[src/rtl/mips_cpu_pkg.sv]
// Shared definitions for the MIPS CPU core: register indices and data types
// used by the register file and its read ports.
package mips_cpu_pkg;

  localparam int NUM_REGS  = 32;
  localparam int WORD_W    = 32;

  typedef logic [4:0]        reg_addr_t;
  typedef logic [WORD_W-1:0] word_t;

  localparam reg_addr_t REG_ZERO = 5'd0;
  localparam reg_addr_t REG_V0   = 5'd2;
  localparam reg_addr_t REG_RA   = 5'd31;

endpackage

[src/rtl/mips_cpu_reg_read_port.sv]
// One combinational read port: forces index 0 to zero and, when
// MIPS_REG_FILE_BYPASS_EN is defined, forwards the in-flight write data.
module mips_cpu_reg_read_port
  import mips_cpu_pkg::*;
(
  input  logic [4:0]  i_addr,
  input  logic [31:0] i_stored,
  input  logic        i_wr_en,
  input  logic [4:0]  i_wr_addr,
  input  logic [31:0] i_wr_data,
  output logic [31:0] o_data
);

`ifndef MIPS_REG_FILE_BYPASS_EN
  logic w_unused_bypass;
  assign w_unused_bypass = ^{i_wr_en, i_wr_addr, i_wr_data};
`endif

  always_comb begin
    o_data = i_stored;
`ifdef MIPS_REG_FILE_BYPASS_EN
    if (i_wr_en && (i_wr_addr == i_addr)) o_data = i_wr_data;
`endif
    // Zero forcing last so a bypass to index 0 can never leak through.
    if (i_addr == REG_ZERO) o_data = '0;
  end

endmodule

[src/rtl/mips_cpu_reg_file.sv]
// 32 x 32-bit MIPS register file: two combinational read ports, one write
// port, dedicated $v0 output. Optional forwarding: MIPS_REG_FILE_BYPASS_EN.
module mips_cpu_reg_file
  import mips_cpu_pkg::*;
(
  input  logic        clk,
  input  logic        reset,
  input  logic [4:0]  read_addr1,
  input  logic [4:0]  read_addr2,
  input  logic [4:0]  write_addr,
  input  logic [31:0] write_data,
  input  logic        write_enable,
  output logic [31:0] read_data1,
  output logic [31:0] read_data2,
  output logic [31:0] register_v0
);

  // No handshakes: reads are valid every cycle, writes commit on any enabled edge.
  word_t r_regs [NUM_REGS];

  always_ff @(posedge clk or negedge reset) begin
    if (!reset) begin
      for (int i = 0; i < NUM_REGS; i++) r_regs[i] <= '0;
    end else if (write_enable && (write_addr != REG_ZERO)) begin
      r_regs[write_addr] <= write_data;
    end
  end

  word_t w_stored1;
  word_t w_stored2;
  assign w_stored1 = r_regs[read_addr1];
  assign w_stored2 = r_regs[read_addr2];

  mips_cpu_reg_read_port u_port1 (
    .i_addr    (read_addr1),
    .i_stored  (w_stored1),
    .i_wr_en   (write_enable),
    .i_wr_addr (write_addr),
    .i_wr_data (write_data),
    .o_data    (read_data1)
  );

  mips_cpu_reg_read_port u_port2 (
    .i_addr    (read_addr2),
    .i_stored  (w_stored2),
    .i_wr_en   (write_enable),
    .i_wr_addr (write_addr),
    .i_wr_data (write_data),
    .o_data    (read_data2)
  );

`ifdef MIPS_REG_FILE_BYPASS_EN
  assign register_v0 = (write_enable && (write_addr == REG_V0)) ? write_data
                                                                : r_regs[REG_V0];
`else
  assign register_v0 = r_regs[REG_V0];
`endif

endmodule

[config.mk]
export PLATFORM = sky130hd
export DESIGN_NAME = mips_cpu_reg_file
export DESIGN_NICKNAME = d
export VERILOG_FILES = /design/src/rtl/mips_cpu_pkg.sv /design/src/rtl/mips_cpu_reg_read_port.sv /design/src/rtl/mips_cpu_reg_file.sv
export SDC_FILE = /design/constraint.sdc
export NUM_CORES = 2
export LEC_CHECK = 0
export BUFFER_PORTS_ARGS = -buffer_cell sky130_fd_sc_hd__buf_2
export CAP_MARGIN = 15
export CORE_ASPECT_RATIO = 0.6
export CORE_MARGIN = 1.5
export CORE_UTILIZATION = 50
export DETAILED_ROUTE_END_ITERATION = 16
export PLACE_DENSITY_LB_ADDON = 0.12
export SETUP_SLACK_MARGIN = 0.05
export SLEW_MARGIN = 5
export SYNTH_ARGS = -nofsm -noshare
export SYNTH_HDL_FRONTEND = slang
export SYNTH_SLANG_ARGS = --single-unit
[constraint.sdc]
create_clock -name clk -period 1.67 [get_ports clk]
set_clock_uncertainty 0.2 [all_clocks]
set_input_delay 0 -clock clk [delete_from_list [all_inputs] [get_ports clk]]
set_output_delay 0 -clock clk [all_outputs]
set_load 0.005 [all_outputs]
==> key figures <==
Timing
  • Final worst path period share: 165%
  • Fmax: 0.363 GHz
  • Final sum of negative setup slack: -57220 ps
  • Final setup violation count: 67
  • Measured slew at the worst slew-check pin: 1290 ps
  • RSZ-0062 raised after global routing: true
  • Worst-case setup margin in the final layout: -1080 ps
  • Worst slew slack as a fraction of its limit: 13.5%
  • Hold_ws: 10.7 ps
  • Number of failing hold endpoints at the final stage: 0
  • Minimum period implied by the final worst setup slack: 2750 ps
  • Final slew viol count: 0

Die
  • DIE HEIGHT: 259 um
  • Horiz. Die Dim: 429 um
  • Area inside the core boundary: 108000 um^2
  • Number of placement rows: 93
  • Initial core utilization: 50.6%
  • Number of ports placed on the die boundary: 146
  • Die area: 111000 um^2

GRT
  • Number of antenna violations at the first check in global routing: 13
  • Number of global-route vias before repair: 40900
  • Overflow after GRT: 0
  • Pin count of the biggest net entering global routing: 92
  • All-layer global routing usage: 35.8%
  • Global-route wire length before repair: 289000 um

Clocking
  • Hold Buf Count CTS: 46
  • Clock Sinks: 1024
  • Clock tree root driver cell: clkbuf_16
  • CTS tree: done
  • Bufs on Longest Clock Path: 3
  • Clock-pin slew reported for the worst setup and hold paths after clock tree synthesis: 60 ps
  • Clock insertion delay at the later pin of the skew report: 710 ps
  • H-tree lvl count: 3
  • Number of buffers created by CTS: 100

Yosys
  • Area share of the largest cell type after synthesis: 47.0%
  • Per-instance average area after synthesis: 14.9 um^2
  • Cell type contributing the most total cell area after synthesis: dfrtp_1
  • Warning count from the yosys run: 0
  • Net Count, Synth: 3701
  • Share of the yosys chip area belonging to registers: 47.0%
  • Post-Syn Area: 54600 um^2
  • Post-synth EDFFs: 0
  • Top cells by area in the synthesized netlist: dfrtp_1, mux2_2, mux4_2
  • Unique cell type count in the Yosys netlist: 33
  • Cells after synthesis: 3651
  • Primary FF master, synth: dfrtp_1
  • Number of register bits inferred by synthesis: 1024
  • FFs w/ async S/R, synth: 100%

Worst setup path
  • Max Fanout on Critical Path: 2
  • Crit Path Class: reg -> out
  • Startpoint type of the worst setup path: register
  • Kind of capture point of the worst setup path: primary output
  • Required time of the worst setup path: 1470 ps
  • Critical Path AT: 2550 ps

Placed design
  • Buffers on Ports: 145
  • Area after DPL: 62200 um^2
  • Final RePlAce weighted congestion: 0.918
  • Post-detailed-placement half-perimeter wirelength: 133000 um

Run status
  • Run status: complete, but fails checks
  • Failing checks: setup timing

Finish
  • Fillcell total: 7679
  • Proportion of layout cells with a drive suffix above 1: 64.3%
  • Nets: 4208
  • Finished Cell Area: 68100 um^2
  • Final core utilization: 63.2%
  • Layout-stage area growth over the synthesis result: 24.9%

Detailed routing
  • Aggregate routed wire length: 198000 um
  • Mean number of vias per cell: 6.84
  • Average wire per standard cell: 34.9 um
  • Via Count: 38800
  • Number of DRC markers in iteration 0: 3937
  • Final ANT Viol Nets: 0
  • DRC errors left: 0
  • Router iterations before antenna repair: 6

Power
  • Static Leak: 29.8 nW
  • Maximum vdd drop: 0.883 mV
  • Power per cell area: 1120 nW/um^2
  • Overall power: 76.3 mW

Flow run
  • Number of max-capacitance violations reported: 0

Hold path
  • Worst min-delay path category: in -> reg
placed cells by master, fill, tap and decap left out, drive strengths merged, types with 49 or more instances in the layout:
master,netlist,routed
dfrtp,1024,1024
a22oi,64,64
mux2i,128,128
a211oi,64,64
clkbuf,232,147
mux4,448,448
a311oi,64,64
nor2b,70,70
a221oi,49,49
buf,233,825
mux2,1056,1056
o21ai,113,113
final cells by class:
cell class	instances	area, um^2	area share (%)
timing repair buffer	870	8820	12.9
clock inverter	34	494	0.725
antenna	8	20.0	0.0294
clock buffer	146	2980	4.38
multi-input combinational	2160	28400	41.7
sequential	1024	25600	37.6
inverter	2	10.0	0.0147
tap	1425	1780	2.62
where the power goes:
part	total (mW)	switching, mW	internal, mW
clock	24.5	10.3	14.2
combinational	18.6	7.48	11.1
sequential	33.2	3.70	29.5
critical path, stage by stage (launching register included):
cell and delay (ps):
dfrtp_1 410, buf_4 150, buf_6 110, mux4_2 470
nor2b_4 150, a211oi_4 240, a311oi_4 110, buf_2 200
worst paths after layout:
path,start,to,slack [ps],cells after the start
min in group asynchronous,reset,r_regs[659]$_DFFE_PN0P_,130,4
setup reg to reg,r_regs[801]$_DFFE_PN0P_,r_regs[801]$_DFFE_PN0P_,150,2
hold / removal,write_addr[1],r_regs[623]$_DFFE_PN0P_,10,6
max in group asynchronous,reset,r_regs[298]$_DFFE_PN0P_,190,6
setup / recovery,register_v0[7]$_DFFE_PN0P_,read_data1[7],-1080,7
hold reg to reg,r_regs[1018]$_DFFE_PN0P_,r_regs[1018]$_DFFE_PN0P_,200,0
stage by stage:
stage                     instances  setup WS, ps
after floorplan                3651          42.0
after global placement         5407          -696
after detailed placement       5407          -703
after CTS                      5647         -1060
after global routing           5666         -1130
final                          5669         -1080
Yosys cell counts, drive strengths merged, types with 5 or more instances:
cell,instances
clkbuf,232
nor2,19
a221oi,49
o2111ai,15
o21ai,113
mux4,448
nand2b,5
a311oi,64
nor2b,70
a22oi,64
dfrtp,1024
mux2i,128
nand2,43
buf,233
mux2,1056
a211oi,64
routing by layer:
metal	track usage, %	share of wire, %	up-vias
met4	15.9	5.0	4
met1	48.8	40	21000
li1	-	-	15200
met2	54.4	45	2122
met3	9.33	9.5	518
met5	0	0.014	-
flip-flops by register name, indices dropped and copies added, names as in the netlist:
name,cells
register_v0,32
r_regs,992
logic make-up after synthesis:
logic type | Yosys count | synth area share (%)
AOI/OAI and AO/OA | 369 | 4.85
buffers and inverters | 467 | 3.97
DFF | 1024 | 47.0
muxes | 1632 | 42.6
and+or+nand+nor | 159 | 1.56
repair_timing:
| item | in CTS | in global routing |
|---|---|---|
| setup buffers | 23 | 18 |
| resized for setup | 339 | 82 |
| endpoints found under the setup margin | 83 | 787 |
| pin swaps | 77 | 22 |
| endpoints found under the hold margin | 2016 | 5 |
| gates cloned | 0 | 1 |
(Power assumes the default switching activity.)
